File: src/rtl/lcd_capture.sv
// Receive-side monitor for the 4-bit HD44780-style LCD bus: reassembles nibbles into bytes,
// decodes controller commands and keeps a 2x16 character shadow of the screen.
module lcd_capture #(
    parameter int SYNC = 2
) (
    input  logic         CCLK,
    input  logic         rst_n,
    input  logic         lcd_e,
    input  logic         lcd_rs,
    input  logic         lcd_rw,
    input  logic [3:0]   lcd_dat,
    output logic [255:0] screen,
    output logic         byte_valid,
    output logic [7:0]   byte_data,
    output logic         byte_rs,
    output logic [6:0]   ddram_addr,
    output logic         mode4,
    output logic         disp_on,
    output logic         frame_done,
    output logic         err
);

    typedef enum logic [1:0] {S8, HI, LO} state_t;

    state_t                 state;
    logic [SYNC-1:0][6:0]   sync_q;   // {e, rs, rw, dat[3:0]}, newest at index 0
    logic                   e_prev;
    logic [3:0]             hi_q;
    logic                   hi_rs_q;
    logic                   inc;
    logic                   cgram;

    logic                   e_s, rs_s, rw_s;
    logic [3:0]             dat_s;
    logic                   fall;
    logic                   complete;
    logic [7:0]             cur_byte;
    logic                   cur_rs;
    logic [6:0]             addr_step;
    logic                   wr_hit;
    logic [4:0]             wr_idx;
    logic [7:0]             wr_base;

    assign e_s   = sync_q[SYNC-1][6];
    assign rs_s  = sync_q[SYNC-1][5];
    assign rw_s  = sync_q[SYNC-1][4];
    assign dat_s = sync_q[SYNC-1][3:0];

    // NOTE: every signal written here gets a default first so no latch can be inferred.
    always_comb begin
        fall      = e_prev && !e_s && !rw_s;
        complete  = fall && ((state == LO) || (state == S8 && !rs_s));
        cur_byte  = (state == S8) ? {dat_s, 4'h0} : {hi_q, dat_s};
        cur_rs    = (state == S8) ? 1'b0 : hi_rs_q;
        addr_step = inc ? ddram_addr + 7'd1 : ddram_addr - 7'd1;
        wr_hit    = 1'b0;
        wr_idx    = {1'b0, ddram_addr[3:0]};
        if (!cgram && ddram_addr[6:4] == 3'b000) begin
            wr_hit = 1'b1;
        end else if (!cgram && ddram_addr[6:4] == 3'b100) begin
            wr_hit = 1'b1;
            wr_idx = {1'b1, ddram_addr[3:0]};
        end
        // Index i lives at [255-8i -: 8], i.e. its low bit is 8*(31-i).
        wr_base   = {~wr_idx, 3'b000};
    end

    // NOTE: sequential state uses non-blocking assignments only, so every flop sees pre-edge values.
    always_ff @(posedge CCLK or negedge rst_n) begin
        if (!rst_n) begin
            sync_q     <= '0;
            e_prev     <= 1'b0;
            state      <= S8;
            hi_q       <= 4'h0;
            hi_rs_q    <= 1'b0;
            inc        <= 1'b1;
            cgram      <= 1'b0;
            // NOTE: the screen shadow is a plain register, so it is reset like any other state.
            screen     <= {32{8'h20}};
            byte_valid <= 1'b0;
            byte_data  <= 8'h00;
            byte_rs    <= 1'b0;
            ddram_addr <= 7'h00;
            mode4      <= 1'b0;
            disp_on    <= 1'b0;
            frame_done <= 1'b0;
            err        <= 1'b0;
        end else begin
            sync_q     <= {sync_q[SYNC-2:0], {lcd_e, lcd_rs, lcd_rw, lcd_dat}};
            e_prev     <= e_s;
            byte_valid <= 1'b0;
            frame_done <= 1'b0;
            err        <= 1'b0;

            if (fall) begin
                case (state)
                    S8:      if (rs_s) err <= 1'b1;
                    HI: begin
                        hi_q    <= dat_s;
                        hi_rs_q <= rs_s;
                        state   <= LO;
                    end
                    default: state <= HI;
                endcase
            end

            // A function-set decoded below overrides the nibble-phase transition above.
            if (complete) begin
                byte_valid <= 1'b1;
                byte_data  <= cur_byte;
                byte_rs    <= cur_rs;
                if (cur_rs) begin
                    ddram_addr <= addr_step;
                    if (wr_hit) begin
                        screen[wr_base +: 8] <= cur_byte;
                        frame_done           <= (wr_idx == 5'd31);
                    end
                end else begin
                    casez (cur_byte)
                        8'b1???????: begin
                            ddram_addr <= cur_byte[6:0];
                            cgram      <= 1'b0;
                        end
                        8'b01??????: cgram <= 1'b1;
                        8'b001?????: begin
                            if (cur_byte[4]) begin
                                state <= S8;
                                mode4 <= 1'b0;
                            end else begin
                                state <= HI;
                                mode4 <= 1'b1;
                            end
                        end
                        8'b0001????: begin
                            if (!cur_byte[3])
                                ddram_addr <= cur_byte[2] ? ddram_addr + 7'd1 : ddram_addr - 7'd1;
                        end
                        8'b00001???: disp_on <= cur_byte[2];
                        8'b000001??: inc <= cur_byte[1];
                        8'b0000001?: ddram_addr <= 7'h00;
                        8'b00000001: begin
                            screen     <= {32{8'h20}};
                            ddram_addr <= 7'h00;
                            inc        <= 1'b1;
                        end
                        default: ;
                    endcase
                end
            end
        end
    end

endmodule

File: config.mk
export PLATFORM = sky130hd
export DESIGN_NAME = lcd_capture
export DESIGN_NICKNAME = d
export VERILOG_FILES = /design/src/rtl/lcd_capture.sv
export SDC_FILE = /design/constraint.sdc
export NUM_CORES = 1
export LEC_CHECK = 0
export ABC_CLOCK_PERIOD_IN_PS = 7300
export CAP_MARGIN = 20
export CORE_MARGIN = 2
export CORE_UTILIZATION = 45
export CTS_CLUSTER_SIZE = 10
export DETAILED_ROUTE_END_ITERATION = 10
export DONT_BUFFER_PORTS = 1
export SLEW_MARGIN = 25
export SYNTH_ARGS = -nofsm -noshare
export SYNTH_HDL_FRONTEND = slang
export SYNTH_SLANG_ARGS = --single-unit
File: constraint.sdc
create_clock -name CCLK -period 7.3 [get_ports CCLK]
set_clock_uncertainty 0.05 [all_clocks]
set_input_delay 0.73 -clock CCLK [delete_from_list [all_inputs] [get_ports CCLK]]
set_output_delay 0.73 -clock CCLK [all_outputs]
set_load 0.01 [all_outputs]
[Yosys cells after proc, flatten, opt, wreduce, memory -nomap -nowiden]
Index checks and enable logic that the tools add are counted.
Storage, ports and cells
  output and inout port bits: 277
  flip-flop bits (word level): 301
Operators by class
  add/sub/neg operators: 3
  equality and inequality tests: 13
  reduce and logical (&&, ||, !) cells: 25
  shift-type cells: 2
  bitwise logic cells: 2
  multiplexer cells: 31
Operators by type and width (count)
  two-way mux 256 bit: 3
  bitwise mux 256 bit: 1
  variable shift 8 x 10 -> 256 bit (first input constant): 1
  variable part select 8 x 10 -> 256 bit: 1
  two-way mux 7 bit: 4
  one-hot mux 7 bit (3 select lines): 1
  AND reduction 3 bit: 6
  two-way mux 1 bit: 12
  two-way mux 5 bit: 2
  negator 8 -> 10 bit: 1
  == test 8 x 1 -> 1 bit (second input constant): 1
  two-way mux 2 bit: 4
  two-way mux 8 bit: 1
  adder 7 x 1 -> 7 bit (second input constant): 1
  == test 7 x 1 -> 1 bit (second input constant): 1
  subtractor 7 x 1 -> 7 bit (second input constant): 1
  == test 6 x 1 -> 1 bit (second input constant): 1
  logical AND 1 bit: 6
  nonzero test 2 bit: 3
  == test 5 x 1 -> 1 bit (second input constant): 1
  == test 5 bit (second input constant): 1
  inverter 5 bit: 1
  == test 2 x 1 -> 1 bit (second input constant): 2
  == test 4 x 1 -> 1 bit (second input constant): 1
  15 further kinds: 19

[Depth between registers and ports, before layout]
Gate-level depths: netlist (run 1).
  depth after elaboration: 10
  mapped depth: 10
  mapped depth without buffers: 8

[Least setup slack after synthesis (run 1)]
OpenSTA, ideal clock, no wires.
  path type: register to register
  from: register ddram_addr[4]
  to: register screen[128]
  data required time: 7.120 ns
  setup time: 0.130 ns
  stages on the path, launching flop included: 10
  data arrival time: 2.534 ns
  setup slack: 4.585 ns
  clock period less this slack: 2.715 ns
  cell sequence: dfrtp_1 clkbuf_1 nor4b_1 ha_1 clkbuf_1 clkbuf_1 nand4_1 nand2_1 nand2_1 o2bb2ai_1
Between the ends
  word-level cells in the longest chain between the ends: 10
  elaborated cells on any way between the ends: 17
  classes of those cells: add/sub: 1; eq/ne: 2; shift: 2; mux: 7; bitwise: 1; reduce/logical: 4
Ends and longest elaborated chain
  start: declaration: RTL line 16  | output logic [6:0] ddram_addr,
  start signal: assignment: RTL line 113  | ddram_addr <= addr_step;
  start signal: assignment: RTL line 121  | ddram_addr <= cur_byte[6:0];
  start signal: assignment: RTL line 136  | ddram_addr <= cur_byte[2] ? ddram_addr + 7'd1 : ddram_addr - 7'd1;
  == test 3 bit: RTL line 60  | end else if (!cgram && ddram_addr[6:4] == 3'b100) begin
  logical AND 1 bit: RTL line 60
  two-way mux 5 bit: RTL line 60
  two-way mux 5 bit: RTL line 58  | if (!cgram && ddram_addr[6:4] == 3'b000) begin
  inverter 5 bit: RTL line 65  | wr_base = {~wr_idx, 3'b000};
  negator 8 -> 10 bit: RTL line 115  | screen[wr_base +: 8] <= cur_byte;
  variable part select 8 x 10 -> 256 bit / variable shift 8 x 10 -> 256 bit (equally long branches): RTL line 115
  bitwise mux 256 bit: RTL line 115
  two-way mux 256 bit: RTL line 114  | if (wr_hit) begin
  two-way mux 256 bit: RTL line 112  | if (cur_rs) begin
  end signal: assignment: RTL line 79  | screen <= {32{8'h20}};
  end signal: indexed assignment: RTL line 115
  end signal: assignment: RTL line 142  | screen <= {32{8'h20}};
  end: declaration: RTL line 12  | output logic [255:0] screen,
Several ways; a longest one is shown, not always the timed one. The select of a mux whose other input is x is not followed.
A chain may end at the register's enable or synchronous reset.

[Worst setup path after layout (run 1)]
  from: register state[1]
  to: register screen[122]
Between the ends
  word-level cells in the longest chain between the ends: 6
  elaborated cells on any way between the ends: 15
  classes of those cells: eq/ne: 3; shift: 1; mux: 5; reduce/logical: 6
Ends and longest elaborated chain
  start: declaration: RTL line 25  | state_t state;
  start signal: assignment: RTL line 73  | state <= S8;
  start signal: assignment: RTL line 101  | state <= LO;
  start signal: assignment: RTL line 103  | default: state <= HI;
  logical NOT 2 bit: RTL line 52, 53, 54
  two-way mux 8 bit: RTL line 53  | cur_byte = (state == S8) ? {dat_s, 4'h0} : {hi_q, dat_s};
  variable part select 8 x 10 -> 256 bit: RTL line 115
  bitwise mux 256 bit: RTL line 115
  two-way mux 256 bit: RTL line 114
  two-way mux 256 bit: RTL line 112
Several ways; a longest one is shown, not always the timed one. The select of a mux whose other input is x is not followed.

==> results of run 1 <==
timing repair:
item                                   4_1_cts  5_1_grt
endpoints found under the hold margin      268        0
hold buffers                                 1        0
buffers inserted                             0        0
registers in the layout (all words and copies together), names as in the netlist, 2 cells and up:
signal	cells
byte_data	8
dat_s	4
ddram_addr	7
hi_q	4
screen	256
state	2
sync_q	7
area by class of cell:
| cell class | instances | area share [%] |
|---|---|---|
| multi-input cells | 644 | 31.3 |
| clock buffers | 63 | 7.62 |
| repair buffers | 17 | 1.24 |
| clock inverters | 1 | 0.0369 |
| inverters | 29 | 0.802 |
| flip-flops and latches | 301 | 55.8 |
| well taps | 341 | 3.15 |
report_power, final:
group / total (mW) / internal [mW] / switching (mW)
Sequential: 1.89 / 1.74 / 0.149
Combinational: 0.882 / 0.241 / 0.641
Clock: 1.61 / 0.953 / 0.654
Total: 4.38 / 2.94 / 1.44
worst max-delay path, stage by stage, from the launching register on:
cell	delay (ps)
dfrtp_1	480
or2_2	450
mux2i_1	790
and4_1	640
or2_2	440
o21ai_1	350
a22o_1	320
cell usage after synthesis, types with 14 or more instances:
master | n | share of area [%]
nand2_1 | 108 | 3.3
clkbuf_1 | 43 | 1.3
nor2_1 | 55 | 1.7
o2bb2ai_1 | 71 | 5.1
a22o_1 | 118 | 8.5
dfrtp_1 | 268 | 55
dfstp_2 | 33 | 7.1
o21ai_0 | 81 | 3.3
o21ai_1 | 21 | 0.87
a21oi_1 | 16 | 0.66
a22oi_1 | 18 | 1.1
nor3_1 | 14 | 0.58
inv_1 | 29 | 0.90
cell families after synthesis:
logic type               Yosys count  synth area share, %
multiplexers                      15                 1.31
buffers and inverters             84                 2.76
AO/OA/AOI/OAI                    362                 22.1
XOR/XNOR                          11                0.793
AND/OR/NAND/NOR                  250                 10.1
flip-flops                       301                 62.4
adder cells (fa/ha/maj)            6                0.618
metal layers:
metal  GRT usage, %  up-vias  part of all wire, %
met5              0        -                    0
met1           32.8     4391                   40
met3           9.87       75                   11
met4           9.30        0                  3.3
li1               -     3792                    -
met2           40.6      393                   46
stage by stage:
stage | setup WS, ps | power (mW) | cell area (um2) | hold WS, ps | std cells
after floorplan | 4590 | 2.45 | 12100 | 281 | 1029
after global placement | 3570 | 2.75 | 12500 | 284 | 1330
after detailed placement | 3760 | 2.76 | 12500 | 285 | 1330
after CTS | 3750 | 4.40 | 13500 | 12.5 | 1395
after global routing | 3530 | 4.56 | 13600 | 2.95 | 1396
final | 3680 | 4.38 | 13600 | 36.4 | 1396
final timing paths:
check / endpoint / slack [ps] / cells after the start / start
worst max-delay path: screen[122] / 3680 / 6 / state[1]
worst min-delay path: inc / 40 / 0 / rst_n
worst max register to register: screen[122] / 3680 / 6 / state[1]
worst min register to register: dat_s[3] / 290 / 0 / sync_q[3]
max in group asynchronous: screen[23] / 5920 / 2 / rst_n
min in group CCLK: sync_q[0] / 210 / 0 / lcd_dat[0]
==> metrics.txt, run 1 <==
# IOs roughly 290; DP HPWL 24.9 mm; TritonCTS buffer count 36; H-tree levels 2; Final period util about half; final core utilization around half; WS Path Type flip-flop to flip-flop; GRT Overall Usage roughly a quarter; RSZ-0062 raised after global routing false; P_leak 5.96 nW; 1st-pass router iterations 7; first-pass GRT wire length around 56 mm; chip width ~170 um; initial antenna violation count 0; Post-synth EDFFs 0; clock tree buffer depth 3; count of final setup violators 0; Sink Count around 300; Slew Limit Fails 0; maximum capacitance violations 0; Root Buffer clkbuf_16; Syn. warnings 0; site row count 60; Mapped Cells 1,029; CTS resizes 0; FF+latch count, synth between 300 and 400; initial DRC count 717; Post-Route WL roughly 37 mm; CP arrival between 3000 and 4000 ps; status completed; Hold Fails Final Rpt 0; DR vias/cell roughly 6.2; Worst setup EP type flip-flop; layout cell share with drive strength beyond 1 between 10% and 20%; die area approximately 28,000 um2; Worst slew margin between 30% and 40%; WP data required between 7000 and 8000 ps; die height between 150 and 200 um; Final Critical Period approximately 3600 ps; commonest non-fill, non-tap cell in the layout dfrtp_1; Starting Density ~45%; commonest cells after routing, fill and taps aside dfrtp_1 (268), a22o_1 (118), nand2_1 (108); synth unique cells slightly above 60; measured slew at the worst slew-check pin roughly 1000 ps; CP max FO 16; Post-Syn Area around 12,000 um2; CTS tree built; largest net degree at the start of global routing ~270; PwrDens ~320 nW/um2; Synth Flop Type dfrtp_1; Via Count about 8,700; Worst-path clk slew 60 ps; crit start category flip-flop; Routability Congestion around 0.9; fmax roughly 280 MHz; Reg area 7570 um2; VDD IR max roughly 0.15 mV; multi-input logic area approximately 4300 um2; antenna viol nets, final 0; Residual DRC 0; syn avg cell area about 12 um2; port buffer count 0; Final nets 1,044; FFs w/ async S/R, synth 100%; setup TNS 0 ps; vias in the first global route about 8,700; Congestion Overflow GR 0; Routed wire per std cell 26.3 um; Syn-to-layout area delta 11.7%; Filler Cells Inserted roughly 2,400; CORE AREA around 27,000 um2; register area share after synthesis just over 60%; n_diodes 0; net count after synthesis 1,044; worst skew pair latency 510 ps; Hold Crit Class primary input to async pin
(Power assumes the default switching activity.)
==> run 2: changes to the inputs <==
--- a/config.mk
+++ b/config.mk
@@ -5,7 +5,7 @@
 export SDC_FILE = /design/constraint.sdc
 export NUM_CORES = 1
 export LEC_CHECK = 0
-export ABC_CLOCK_PERIOD_IN_PS = 7300
+export ABC_CLOCK_PERIOD_IN_PS = 3720
 export CAP_MARGIN = 20
 export CORE_MARGIN = 2
 export CORE_UTILIZATION = 45
==> constraint.sdc (replaced) <==
create_clock -name CCLK -period 3.72 [get_ports CCLK]
set_clock_uncertainty 0.05 [all_clocks]
set_input_delay 0.372 -clock CCLK [delete_from_list [all_inputs] [get_ports CCLK]]
set_output_delay 0.372 -clock CCLK [all_outputs]
set_load 0.01 [all_outputs]
==> run 2 against run 1 <==
Effect of this change: the run now ends with hold timing left; clock power increased by 99%; worst setup slack worse by 3100 ps; flip-flop and latch count did not move; sequential share of layout area fell by 0.60 points; sequential power up 92%; wire length decreased by 0.30%; core utilization rose by 0.55 points.
==> metrics.txt, run 2 (synthesis gave the netlist of run 1 again) <==
status finished with violations (was completed); Final Power 8.67 mW (was 4.38 mW); 1st-pass router iterations 5 (was 7); port buffer count 0 (unchanged); chip width 168 um (unchanged); Final period util 85.6% (was 49.6%); Via Count 8,726 (was 8,651); first-pass GRT wire length 55.8 mm (was 56.1 mm); DR vias/cell 6.15 (was 6.20); site row count 60 (unchanged); Hold Crit Class primary input to async pin (unchanged); Area after DPL 12,600 um2 (was 12,500 um2); die area 28,300 um2 (unchanged); violated checks hold timing; Largest regs screen (256), byte_data (8) (unchanged); count of final setup violators 0 (unchanged); multi-input logic area 4250 um2 (about the same); Starting Density 45.4% (unchanged); PwrDens 632 nW/um2 (was 323 nW/um2); worst-path cell chain ha_1 -> and3_1 -> ha_1 -> buf_4 -> nand2_1 -> nor2_1 -> o21ai_1 -> a22o_1 (was or2_2 -> mux2i_1 -> and4_1 -> or2_2 -> o21ai_1 -> a22o_1); Worst setup EP type flip-flop (unchanged); Congestion Overflow GR 0 (unchanged); Final nets 1,065 (was 1,044); WS Path Type flip-flop to flip-flop (unchanged); Filler Cells Inserted 2,391 (was 2,372); clock tree buffer depth 3 (unchanged); crit path max-delay cell type dfrtp_1 (was mux2i_1); vias in the first global route 8,667 (was 8,747); DP HPWL 24.8 mm (was 24.9 mm); WP data required 4120 ps (was 7640 ps); Sink Count 301 (unchanged); n_diodes 0 (unchanged); Syn-to-layout area delta 12.9% (was 11.7%); measured slew at the worst slew-check pin 923 ps (was 977 ps); Place WS 621 ps (was 3760 ps); CP bufs+invs 1 (was 0); CP arrival 3590 ps (was 3960 ps); VDD IR max 0.315 mV (was 0.152 mV); GRT Overall Usage 25.6% (was 25.9%); Residual DRC 0 (unchanged); Reg area 7570 um2 (unchanged); RSZ-0062 raised after global routing false (unchanged); Slew Limit Fails 0 (unchanged); commonest non-fill, non-tap cell in the layout dfrtp_1 (unchanged); worst skew pair latency 510 ps (about the same); Final Critical Period 3190 ps (was 3620 ps); CP max FO 14 (was 16); # IOs 286 (unchanged); H-tree levels 2 (unchanged); Routability Congestion 0.918 (was 0.899); initial DRC count 736 (was 717); largest net degree at the start of global routing 302 (was 269); Worst-path clk slew 60 ps (about the same); TritonCTS buffer count 36 (unchanged); PnR worst setup slack 534 ps (was 3680 ps); Worst slew margin 36.7% (was 33.0%); maximum capacitance violations 0 (unchanged); Hold Fails Final Rpt 294 (was 0); worst stage delay on the critical path 630 ps (was 790 ps); CORE AREA 26,700 um2 (unchanged); layout cell share with drive strength beyond 1 13.0% (was 11.8%); die height 168 um (unchanged); commonest cells after routing, fill and taps aside dfrtp_1 (268), a22o_1 (118), nand2_1 (108) (unchanged); Routed wire per std cell 25.8 um (was 26.3 um); final hold slack -489 ps (was 36.4 ps); CP delay by family, top compound AO/OA/AOI/OAI gates (was simple AND/OR/NAND/NOR gates); max reg flops 256 (unchanged); design area 13,700 um2 (was 13,600 um2); P_leak 6.05 nW (was 5.96 nW); Post-Route WL 36.7 mm (was 36.8 mm); antenna viol nets, final 0 (unchanged); hold buffer count at cts 7 (was 1); Top reg by flops screen (unchanged); initial antenna violation count 0 (unchanged); CTS tree built (unchanged); setup TNS 0 ps (unchanged); Root Buffer clkbuf_16 (unchanged); crit start category flip-flop (unchanged); Top cell by count, worst path ha_1 (was or2_2); fmax 314 MHz (was 276 MHz)
-- run 2: cell count changes in the layout (fill, tap and decap cells not counted) --
cell,delta
nor3_2,-1
buf_16,-2
nor3_1,+1
buf_4,+16
dlygate4sd3_1,+7
inv_6,+2
-- run 2: worst paths after layout --
| kind | endpoint | start | depth (start not counted) | slack [ps] |
|---|---|---|---|---|
| max in group asynchronous | screen[48] | rst_n | 0 | 3440 |
| min in group CCLK | rw_s | sync_q[4] | 0 | 290 |
| worst min register to register | rw_s | sync_q[4] | 0 | 290 |
| worst min-delay path | screen[10] | rst_n | 0 | -490 |
| worst max-delay path | screen[94] | ddram_addr[1] | 8 | 530 |
| worst max register to register | screen[94] | ddram_addr[1] | 8 | 530 |
-- run 2: power by group --
| group | switching, mW | total (mW) | internal [mW] | leakage (nW) |
|---|---|---|---|---|
| Sequential | 0.211 | 3.63 | 3.42 | 4.03 |
| Clock | 1.31 | 3.20 | 1.88 | 0.506 |
| Combinational | 1.30 | 1.84 | 0.539 | 1.52 |
-- run 2: repair_timing --
| action | in CTS | in global routing |
|---|---|---|
| resized for setup | 0 | 0 |
| buffers inserted | 0 | 0 |
| hold endpoints to repair | 308 | 301 |
-- run 2: metal layers --
layer,global-route usage [%],vias up,routed length (um)
met5,0,-,0
met4,9.60,0,1170
met3,9.52,77,3900
met2,39.1,422,16800
met1,33.5,4394,14800
li1,-,3833,-
-- run 2: layout make-up --
class                      count  share of cell area, %
clock buffer                  63                   7.54
clock inverter                 3                  0.164
inverter                      29                  0.794
multi-input combinational    644                   31.0
sequential                   301                   55.2
tap                          341                   3.11
timing repair buffer          38                   2.21
-- run 2: metrics by stage --
step / instances / util, %
after floorplan: 1029 / -
after global placement: 1346 / 47.1
after detailed placement: 1346 / 47.1
after CTS: 1419 / 51.3
after global routing: 1419 / 51.3
final: 1419 / 51.3
-- run 2: worst reg2reg max path: cells and delay by family (launching register included) --
kind,cells,cell delay (ps)
AO/OA/AOI/OAI,2,790
adder cells (fa/ha/maj),2,700
AND/OR/NAND/NOR,3,720
flip-flops,1,630
buffers and inverters,1,230
